<file path="src/rtl/int_fp_pkg.sv">
// Shared types and fp16 constants for the int/fp16 dot-product accumulator.
package int_fp_pkg;

  typedef enum logic [1:0] {
    IDLE  = 2'd0,
    ACCUM = 2'd1,
    DONE  = 2'd2
  } state_t;

  localparam int          EXP_W        = 5;
  localparam int          MAN_W        = 10;
  localparam int          BIAS         = 15;
  localparam logic [15:0] FP16_INF     = 16'h7C00;
  localparam logic [4:0]  FP16_EXP_MAX = 5'h1F;

endpackage

</file>
<file path="src/rtl/fp16_add.sv">
// Combinational fp16 + fp16 -> fp16 adder, round toward zero.
// Subnormal inputs/results flush to signed zero; exponent 31 means inf.
// ovf flags a finite sum whose exponent ran past the largest normal.
module fp16_add
  import int_fp_pkg::*;
(
  input  logic [15:0] a,
  input  logic [15:0] b,
  output logic [15:0] sum,
  output logic        ovf
);

  logic        sa, sb, sl, ss;
  logic [4:0]  ea, eb, el, es, diff;
  logic [9:0]  fa, fb, man;
  logic [10:0] ml, ms;
  logic [13:0] full, shifted, aligned;
  logic        sticky, a_zero, b_zero, a_inf, b_inf, swap, subtract;
  logic [14:0] lw, raw;
  logic [3:0]  lz;
  logic [6:0]  exp_n;

  // Index of the leading one counted from bit 13; 14 when the value is zero.
  function automatic logic [3:0] lzc14(input logic [13:0] v);
    logic [3:0] r;
    r = 4'd14;
    for (int i = 0; i < 14; i++) begin
      if (v[i]) r = 4'(13 - i);
    end
    return r;
  endfunction

  // Align the smaller operand, add or subtract magnitudes, normalize, truncate.
  always_comb begin
    sa = a[15]; ea = a[14:10]; fa = a[9:0];
    sb = b[15]; eb = b[14:10]; fb = b[9:0];
    a_zero = (ea == 5'd0);
    b_zero = (eb == 5'd0);
    a_inf  = (ea == FP16_EXP_MAX);
    b_inf  = (eb == FP16_EXP_MAX);

    swap = ({eb, fb} > {ea, fa});
    sl = swap ? sb : sa;
    el = swap ? eb : ea;
    ml = swap ? {1'b1, fb} : {1'b1, fa};
    ss = swap ? sa : sb;
    es = swap ? ea : eb;
    ms = swap ? {1'b1, fa} : {1'b1, fb};
    diff = el - es;

    // Three extension bits below the mantissa; bit 0 collects a sticky OR so
    // truncation after subtraction stays exact.
    full = {ms, 3'b000};
    if (diff >= 5'd14) begin
      shifted = 14'd0;
      sticky  = 1'b1;
    end else begin
      shifted = full >> diff;
      sticky  = |(full & ~({14{1'b1}} << diff));
    end
    aligned = {shifted[13:1], shifted[0] | sticky};

    subtract = sl ^ ss;
    lw  = {1'b0, ml, 3'b000};
    raw = subtract ? (lw - {1'b0, aligned}) : (lw + {1'b0, aligned});

    lz = lzc14(raw[13:0]);
    if (raw[14]) begin
      man   = raw[13:4];
      exp_n = {2'b00, el} + 7'd1;
    end else begin
      man   = 10'((raw[13:0] << lz) >> 3);
      exp_n = {2'b00, el} - {3'b000, lz};
    end

    sum = 16'h0000;
    ovf = 1'b0;
    if (a_inf || b_inf) begin
      sum = a_inf ? {sa, FP16_INF[14:0]} : {sb, FP16_INF[14:0]};
    end else if (a_zero && b_zero) begin
      sum = {sa & sb, 15'd0};
    end else if (a_zero) begin
      sum = b;
    end else if (b_zero) begin
      sum = a;
    end else if (raw == 15'd0) begin
      sum = 16'h0000;
    end else if (exp_n[6] || exp_n == 7'd0) begin
      sum = {sl, 15'd0};
    end else if (exp_n >= 7'd31) begin
      sum = {sl, FP16_INF[14:0]};
      ovf = 1'b1;
    end else begin
      sum = {sl, exp_n[4:0], man};
    end
  end

endmodule

</file>
<file path="src/rtl/int_fp_acc.sv">
// Dot-product accumulator behind the PE multiplier: sums len products in
// int (wide two's complement) or fp16 mode and hands the result out on a
// valid/ready port with a sticky error flag.
// Optional feature: define INT_FP_ACC_SAT_EN to saturate int sums (and flag
// the saturation in acc_err); otherwise int sums wrap silently.
//
// Handshakes: a transfer happens on a rising edge where valid and ready are
// both high; valid never depends on ready, and ready/valid here are pure
// functions of the registered FSM state.
module int_fp_acc
  import int_fp_pkg::*;
#(
  parameter int ACC_W = 20,
  parameter int CNT_W = 8
) (
  input  logic             clk,
  input  logic             rst_n,
  input  logic             start,
  input  logic             mode,
  input  logic [CNT_W-1:0] len,
  input  logic             in_valid,
  output logic             in_ready,
  input  logic [15:0]      prod,
  input  logic             prod_err,
  output logic             out_valid,
  input  logic             out_ready,
  output logic [ACC_W-1:0] acc_out,
  output logic             acc_err
);

  state_t             state, state_nxt;
  logic               mode_r;
  logic [CNT_W-1:0]   cnt_r;
  logic [ACC_W-1:0]   acc_r;
  logic               err_r;
  logic               start_ok, beat, done_hs;
  logic [ACC_W-1:0]   prod_ext, int_sum, int_next;
  logic               int_err;
  logic [15:0]        fp_sum;
  logic               fp_ovf, acc_inf;

  assign in_ready  = (state == ACCUM);
  assign out_valid = (state == DONE);
  assign acc_out   = acc_r;
  assign acc_err   = err_r;
  assign start_ok  = (state == IDLE) && start;
  assign beat      = in_valid && in_ready;
  assign done_hs   = out_valid && out_ready;

  // FSM state register.
  always_ff @(posedge clk or negedge rst_n) begin
    if (!rst_n) state <= IDLE;
    else        state <= state_nxt;
  end

  // Next-state logic: the beat that drains the count ends the accumulation.
  always_comb begin
    state_nxt = state;
    case (state)
      IDLE:    if (start) state_nxt = (len == '0) ? DONE : ACCUM;
      ACCUM:   if (in_valid && cnt_r == CNT_W'(1)) state_nxt = DONE;
      DONE:    if (out_ready) state_nxt = IDLE;
      default: state_nxt = IDLE;
    endcase
  end

  // Int path: sign-extend the product, then wrap or saturate.
  always_comb begin
    prod_ext = ACC_W'($signed(prod));
    int_sum  = acc_r + prod_ext;
`ifdef INT_FP_ACC_SAT_EN
    if ((acc_r[ACC_W-1] == prod_ext[ACC_W-1]) && (int_sum[ACC_W-1] != acc_r[ACC_W-1])) begin
      int_next = acc_r[ACC_W-1] ? {1'b1, {(ACC_W-1){1'b0}}} : {1'b0, {(ACC_W-1){1'b1}}};
      int_err  = 1'b1;
    end else begin
      int_next = int_sum;
      int_err  = 1'b0;
    end
`else
    int_next = int_sum;
    int_err  = 1'b0;
`endif
  end

  fp16_add u_fp16_add (
    .a   (acc_r[15:0]),
    .b   (prod),
    .sum (fp_sum),
    .ovf (fp_ovf)
  );

  assign acc_inf = (acc_r[14:10] == FP16_EXP_MAX);

  // Datapath registers: clear on start, accumulate per beat, drop the error
  // once the result has been taken.
  always_ff @(posedge clk or negedge rst_n) begin
    if (!rst_n) begin
      mode_r <= 1'b0;
      cnt_r  <= '0;
      acc_r  <= '0;
      err_r  <= 1'b0;
    end else if (start_ok) begin
      mode_r <= mode;
      cnt_r  <= len;
      acc_r  <= '0;
      err_r  <= 1'b0;
    end else if (beat) begin
      cnt_r <= cnt_r - CNT_W'(1);
      if (mode_r) begin
        if (!acc_inf) acc_r <= ACC_W'(fp_sum);
        err_r <= err_r | prod_err | (fp_ovf & ~acc_inf);
      end else begin
        acc_r <= int_next;
        err_r <= err_r | int_err;
      end
    end else if (done_hs) begin
      err_r <= 1'b0;
    end
  end

endmodule

</file>
<file path="config.mk">
export PLATFORM = sky130hd
export DESIGN_NAME = int_fp_acc
export DESIGN_NICKNAME = d
export VERILOG_FILES = /design/src/rtl/int_fp_pkg.sv /design/src/rtl/fp16_add.sv /design/src/rtl/int_fp_acc.sv
export SDC_FILE = /design/constraint.sdc
export NUM_CORES = 1
export LEC_CHECK = 0
export ABC_AREA = 1
export CAP_MARGIN = 20
export CORE_MARGIN = 2
export CORE_UTILIZATION = 25
export DETAILED_ROUTE_END_ITERATION = 8
export DONT_BUFFER_PORTS = 1
export SLEW_MARGIN = 0
export SYNTH_ARGS = -nofsm -noshare
export SYNTH_HDL_FRONTEND = slang
export SYNTH_HIERARCHICAL = 1
export SYNTH_SLANG_ARGS = --single-unit
export TNS_END_PERCENT = 5
</file>
<file path="constraint.sdc">
create_clock -name clk -period 7.6 [get_ports clk]
set_clock_uncertainty 0.2 [all_clocks]
set_input_delay 1.52 -clock clk [delete_from_list [all_inputs] [get_ports clk]]
set_output_delay 1.52 -clock clk [all_outputs]
set_load 0.02 [all_outputs]
</file>
=== Word-level counts from Yosys, hierarchy flattened ===
Index checks and enable logic that the tools add are counted.

* Input port bits: 31
* Register bits: 32
* Output and inout bits: 23
* Word-level logic and storage cells: 113

* Add/sub/neg operators: 7
* Multiplexer cells: 54
* Shifts and indexed selects: 3
* Bitwise logic cells: 9
* $lt $le $gt $ge: 3
* Reduce and logical (&&, ||, !) cells: 20
* Equal/unequal tests: 11

{| class="wikitable"
|+ Operators with widths
! cell !! number
|-
| two-way mux 16 bit || 5
|-
| two-way mux 20 bit || 4
|-
| two-way mux 15 bit || 3
|-
| two-way mux 4 bit || 8
|-
| two-way mux 10 bit || 3
|-
| adder 20 bit || 1
|-
| two-way mux 8 bit || 2
|-
| adder 14 x 14 -> 15 bit || 1
|-
| greater-than comparator 15 bit || 1
|-
| logical NOT 15 bit || 1
|-
| subtractor 14 x 14 -> 15 bit || 1
|-
| AND 14 bit || 1
|-
| two-way mux 1 bit || 14
|-
| two-way mux 14 bit || 1
|-
| NOT 14 bit || 1
|-
| OR reduction 14 bit || 1
|-
| << shifter 14 x 4 -> 13 bit || 1
|-
| << shifter 14 x 5 -> 14 bit (first input constant) || 1
|-
| right shift 14 x 5 -> 14 bit || 1
|-
| two-way mux 2 bit || 6
|-
| two-way mux 3 bit || 4
|-
| equality test 5 bit (second input constant) || 2
|-
| logical NOT 5 bit || 2
|-
| two-way mux 5 bit || 2
|-
| 28 further kinds || 40
|}

=== Longest topological paths before layout ===
* Word-level depth: 40
* Gate-level depth with buffers: 60
* Depth with buffers taken out: 58

=== By module ===
Netlist, hierarchy kept.

{| class="wikitable"
|+ By module, submodules not included
! module !! cells an instance !! area each (um2) !! sequential area each (um2) !! instances
|-
| fp16_add || 874 || 4445.5 || 0.0 || 1
|-
| int_fp_acc || 445 || 2932.8 || 800.8 || 1
|}

=== Worst setup path before layout ===
OpenSTA, ideal clock, no wires.

* Path kind: input to register
* From: in prod[13]
* To: reg acc_r[2] (netlist: acc_out[2])
* Path slack: -0.775 ns
* Library setup time: 0.065 ns
* Arrival: 8.110 ns
* Cell stages on the path: 51
* Required time: 7.335 ns
* Cells stage by stage: ha_1 -> nand2_1 -> nor2_2 -> inv_2 -> nor2_4 -> nand2_2 -> nand2_4 -> nand2_4 -> nand2_2 -> nand3_2 -> ha_1 -> inv_1 -> clkbuf_1 -> o21ai_0 -> o21ai_0 -> nand2_1 -> nor2_1 -> ha_1 -> (+15 left out) -> a21oi_4 -> inv_2 -> ha_1 -> a21oi_1 -> nand2_1 -> a211oi_1 -> nand2_1 -> nand2_1 -> a21oi_1 -> a31oi_2 -> nand4_2 -> a21oi_1 -> nand2_1 -> a21oi_1 -> nand2_1 -> o21ai_0 -> nand2_1 -> nand2_1

* Cells in the longest elaborated chain, start to end: 39
* Elaborated cells on any way between the ends: 61
* Classes of those cells: 5 x add/sub; 3 x order compare; 2 x eq/ne; 3 x shift; 36 x mux; 4 x bitwise; 8 x reduce/logical

{| class="wikitable"
|+ RTL lines
! element !! line !! text
|-
| from (decl) || int_fp_acc.sv:23 || <nowiki>input logic [15:0] prod,</nowiki>
|-
| greater-than comparator 15 bit || fp16_add.sv:42 || <nowiki>swap = ({eb, fb} > {ea, fa});</nowiki>
|-
| two-way mux 5 bit, on equally long branches || fp16_add.sv:44, fp16_add.sv:47 ||
|-
| subtractor 5 bit || fp16_add.sv:49 || <nowiki>diff = el - es;</nowiki>
|-
| << shifter 14 x 5 -> 14 bit || fp16_add.sv:59 || <nowiki>sticky = |(full & ~({14{1'b1}} << diff));</nowiki>
|-
| NOT 14 bit || fp16_add.sv:59 ||
|-
| AND 14 bit || fp16_add.sv:59 ||
|-
| OR reduction 14 bit || fp16_add.sv:59 ||
|-
| two-way mux 1 bit || fp16_add.sv:54 || <nowiki>if (diff >= 5'd14) begin</nowiki>
|-
| (+24 left out) || -- ||
|-
| two-way mux 16 bit || fp16_add.sv:82 || <nowiki>end else if (a_zero) begin</nowiki>
|-
| two-way mux 16 bit || fp16_add.sv:80 || <nowiki>end else if (a_zero && b_zero) begin</nowiki>
|-
| two-way mux 16 bit * || fp16_add.sv:78 || <nowiki>if (a_inf || b_inf) begin</nowiki>
|-
| via fp_sum[2] || int_fp_acc.sv:39 || <nowiki>logic [15:0] fp_sum;</nowiki>
|-
| two-way mux 20 bit * || int_fp_acc.sv:110 || <nowiki>if (!acc_inf) acc_r <= ACC_W'(fp_sum);</nowiki>
|-
| two-way mux 20 bit * || int_fp_acc.sv:109 || <nowiki>if (mode_r) begin</nowiki>
|-
| two-way mux 20 bit * || int_fp_acc.sv:107 || <nowiki>end else if (beat) begin</nowiki>
|-
| two-way mux 20 bit * || int_fp_acc.sv:102 || <nowiki>end else if (start_ok) begin</nowiki>
|-
| to (signal assigned) || int_fp_acc.sv:110 ||
|-
| to (signal assigned) || int_fp_acc.sv:113 || <nowiki>acc_r <= int_next;</nowiki>
|-
| to (decl) || int_fp_acc.sv:34 || <nowiki>logic [ACC_W-1:0] acc_r;</nowiki>
|}

Mark *: on every way through the listed nets, which the timed path passes. The rest lies on a longest branch. The select of a mux whose other input is x is not followed.
A chain may end at the register's enable or synchronous reset.

=== Worst setup path after layout ===
* From: in prod[13]
* To: reg acc_r[6] (netlist: acc_out[6])

Same word-level chain as after synthesis.

==> results.txt <==
----------------------------------------------------
[Status]
  Outcome ... complete, but fails checks
  Failing checks ... negative setup slack

[Floorplan]
  Width of the die ... 175.8 microns
  Area of the core ... 28860 sq um
  Initial core utilization ... 25.57%
  Number of I/O pins ... 54
  Area of the die ... 30900 sq um
  Die height ... 175.8 microns
  Number of placement rows ... 62

[Setup path]
  Register-to-register path setup slack ... 270 ps
  Worst path slowest cell ... sky130_fd_sc_hd__fa_2
  CP max FO ... 4
  Cell count of the worst reg-to-reg path ... 50
  Top delay family on crit path ... simple AND/OR/NAND/NOR gates
  Required time worst endpoint ... 7610 ps
  Type of element capturing the critical path ... register
  Cell occurring most often along the worst timing path ... sky130_fd_sc_hd__nand2_1
  R2r startpoint ... acc_out[10]
  Worst r2r dst ... acc_out[6]
  Delay of the slowest cell on the worst path ... 400 ps
  CP Capture Point ... acc_out[6]
  Cell depth of the worst setup path ... 49
  Startpoint class of the critical path ... primary input
  Crit path launch ... prod[13]
  Number of buffers and inverters on the critical path ... 6
  Critical setup path kind ... in -> reg
  Worst endpoint data arrival time ... 8050 ps

[Cells and area]
  Share of layout cells above drive strength 1 ... 26.95%
  Area growth from synthesis to layout ... 38.85%
  Number of diodes ... 0
  Filler cells ... 3129
  Number of nets in the finished design ... 1628

[CTS]
  Maximum level of the CTS H-tree ... 2
  TritonCTS clock tree ... yes
  Inserted Clock Buffers ... 5
  Clk root buf ... sky130_fd_sc_hd__clkbuf_16
  Longest Clk Path Bufs ... 2
  Skew-Pair Late Insertion Delay ... 280 ps
  Worst-path clk slew ... 60 ps
  CTS hold repair buffers ... 0
  Sink count of the clock tree ... 32

[Synthesis]
  Fraction of registers with async set or reset after synthesis ... 100.0%
  Post-Synthesis Net Count ... 1418
  Synthesized instance count ... 1319
  Xor-xnor portion of the synthesized cell area ... 2.611%
  Synthesized cell area ... 7378 sq um
  Synthesized-area fraction occupied by adder cells ... 11.84%
  Count of different cell masters after synthesis ... 50
  Synthesized area per cell ... 5.594 sq um
  Area share of the largest cell type after synthesis ... 21.62%
  Top cells by area, synth ... sky130_fd_sc_hd__nand2_1 22%, sky130_fd_sc_hd__nand3_1 11%, sky130_fd_sc_hd__ha_1 11%
  Simple-gate share of the synthesized area ... 46.48%
  Multiplexer area fraction after synthesis ... 0%
  Combinational family with the most area after synthesis ... simple AND/OR/NAND/NOR gates
  Seq/Total Area, Yosys ... 10.85%
  Post-synth top area cell ... sky130_fd_sc_hd__nand2_1
  Number of enable flip-flop cells after synthesis ... 0
  Main flop type after synthesis ... sky130_fd_sc_hd__dfrtp_1
  Yosys warnings ... 6
  Synthesized-area fraction occupied by ao, oa, aoi and oai cells ... 15.60%
  Total of flip-flops plus latches after synthesis ... 32

[Place]
  Half-perimeter wire length after detailed placement ... 23270 microns
  Worst-case setup slack after placement ... -904.2 ps
  Global placement routability congestion ... 0.9764
  Buffers added on ports ... 0

[STA]
  Final WS setup ... -437.9 ps
  Worst rel slew slack ... 39.30%
  Pin slew with the least headroom to its limit ... 900.9 ps
  Setup Viol. Count Final ... 16
  Final worst-path cycle share ... 105.8%
  Setup repair after global routing missed its margin ... yes
  Shortest clock period the worst path allows after layout ... 8038 ps
  Max-slew violation total from the final report ... 0
  Timing-limited maximum frequency ... 124.4 MHz
  Number of hold violations in the final report ... 0

[Global route]
  GRT overflow ... 0
  Pin count of the biggest net entering global routing ... 33
  Number of antenna violations at the first check in global routing ... 0
  Global-route usage over all layers ... 18.38%
  Number of global-route vias before repair ... 8855
  Global-route wire length before repair ... 45930 microns

[Drt]
  Per-cell routed wire length ... 15.16 microns
  Count of unresolved DRC violations after routing ... 0
  Number of search-and-repair iterations in the first detailed-routing pass ... 5
  Detail-routed via count per cell ... 4.893
  Post-Route WL ... 29000 microns
  Drt initial violations ... 675
  Routed via count ... 9360
  Number of nets still failing antenna checks after routing ... 0

[Hold path]
  Hold/Removal Path Class ... reg -> reg
  Cells on Worst Hold Path ... 2

[Job]
  Max cap viols ... 0

----------------------------------------------------
flip-flops by register name, summed over array words and instances (netlist names):
| register | flops |
|---|---|
| acc_out | 20 |
| cnt_r | 8 |
| state | 2 |
| acc_err | 1 |
| mode_r | 1 |
placed cells by master (no fill, tap or decap), types with 13 or more instances in the layout:
cell type,netlist,final
sky130_fd_sc_hd__buf_4,4,224
sky130_fd_sc_hd__xor2_1,16,15
sky130_fd_sc_hd__nand3_1,169,158
sky130_fd_sc_hd__inv_1,177,170
sky130_fd_sc_hd__nor2_1,94,85
sky130_fd_sc_hd__o21ai_0,52,44
sky130_fd_sc_hd__nand2_1,425,402
sky130_fd_sc_hd__a21oi_1,100,72
sky130_fd_sc_hd__nand4_1,15,15
sky130_fd_sc_hd__inv_2,11,16
sky130_fd_sc_hd__ha_1,65,50
sky130_fd_sc_hd__ha_4,0,15
sky130_fd_sc_hd__nand2_2,17,34
sky130_fd_sc_hd__nand2_4,7,13
sky130_fd_sc_hd__a21oi_2,5,31
sky130_fd_sc_hd__dfrtp_1,32,32
cells in the mapped netlist (6+ instances only):
cell	number
sky130_fd_sc_hd__a21oi_1	100
sky130_fd_sc_hd__xnor2_1	6
sky130_fd_sc_hd__o22ai_1	9
sky130_fd_sc_hd__nand3b_1	7
sky130_fd_sc_hd__dfrtp_1	32
sky130_fd_sc_hd__o21ai_0	52
sky130_fd_sc_hd__buf_6	7
sky130_fd_sc_hd__inv_2	11
sky130_fd_sc_hd__nand2_2	17
sky130_fd_sc_hd__inv_1	177
sky130_fd_sc_hd__nand4_1	15
sky130_fd_sc_hd__o211ai_1	8
sky130_fd_sc_hd__nand2_4	7
sky130_fd_sc_hd__nand3_1	169
sky130_fd_sc_hd__xor2_1	16
sky130_fd_sc_hd__buf_2	6
sky130_fd_sc_hd__nor3_1	11
sky130_fd_sc_hd__ha_1	65
sky130_fd_sc_hd__nand2_1	425
sky130_fd_sc_hd__o21ai_1	9
sky130_fd_sc_hd__clkbuf_1	11
sky130_fd_sc_hd__nor2_1	94
metrics by stage:
stage,cells,setup TNS [ps],hold WS (ps),cell area [sq um],utilization (%)
final,1913,-5871,362.3,10240,35.50
after floorplan,1319,-4339,323.0,7577,-
after CTS,1906,-3798,369.3,9997,34.64
after global routing,1913,-13040,419.2,10240,35.50
after detailed placement,1867,-12970,354.4,9309,32.26
after global placement,1867,-11110,349.4,9309,32.26
worst register-to-register path, delay by kind of cell, from the launching register on:
| family | cells | cell delay, ps |
|---|---|---|
| XOR/XNOR | 2 | 360 |
| flip-flops | 1 | 370 |
| AND/OR/NAND/NOR | 23 | 2330 |
| adder cells (fa/ha/maj) | 5 | 1370 |
| AO/OA/AOI/OAI | 13 | 1900 |
| buffers and inverters | 7 | 760 |
cell type report:
type / count / area (sq um) / area share, %
multi-input combinational: 1067 / 6300 / 61.49
inverter: 190 / 729.5 / 7.120
clock buffer: 6 / 128.9 / 1.258
sequential: 32 / 800.8 / 7.816
clock inverter: 1 / 5.005 / 0.04885
tap: 384 / 480.5 / 4.690
timing repair buffer: 233 / 1800 / 17.57
per-layer routing:
layer / GRT usage, % / share of wire, % / up-vias
met2: 32.92 / 49 / 289
met1: 23.00 / 42 / 4276
met5: 0 / 0 / -
li1: - / - / 4728
met4: 7.025 / 3.9 / 0
met3: 1.212 / 4.4 / 67
timing repair:
action                                 4_1_cts  5_1_grt
setup buffers                               31        7
cloned                                       1        0
resized for setup                           75       42
setup endpoints to repair                   16       17
endpoints found under the hold margin        0        0
pin swaps                                   59       47
cells by family (layout without fill, tap and decap cells):
family                   after synthesis  in the layout
flip-flops                            32             32
AND/OR/NAND/NOR                      771            772
XOR/XNOR                              22             22
adder cells (fa/ha/maj)               68             68
buffers and inverters                221            430
AO/OA/AOI/OAI                        205            205
how the worst min path moves through the flow:
stage | start | to | slack, ps
finish | cnt_r[7] | cnt_r[7] | 360
floorplan | cnt_r[7] | cnt_r[7] | 320
CTS | cnt_r[7] | cnt_r[7] | 370
detailed placement | cnt_r[7] | cnt_r[7] | 350
global placement | mode_r | mode_r | 350
global route | mode_r | mode_r | 420
Power is left out: the tool's default activity adds up to more than one toggle a clock period on the data nets, which glitch-free logic cannot reach.
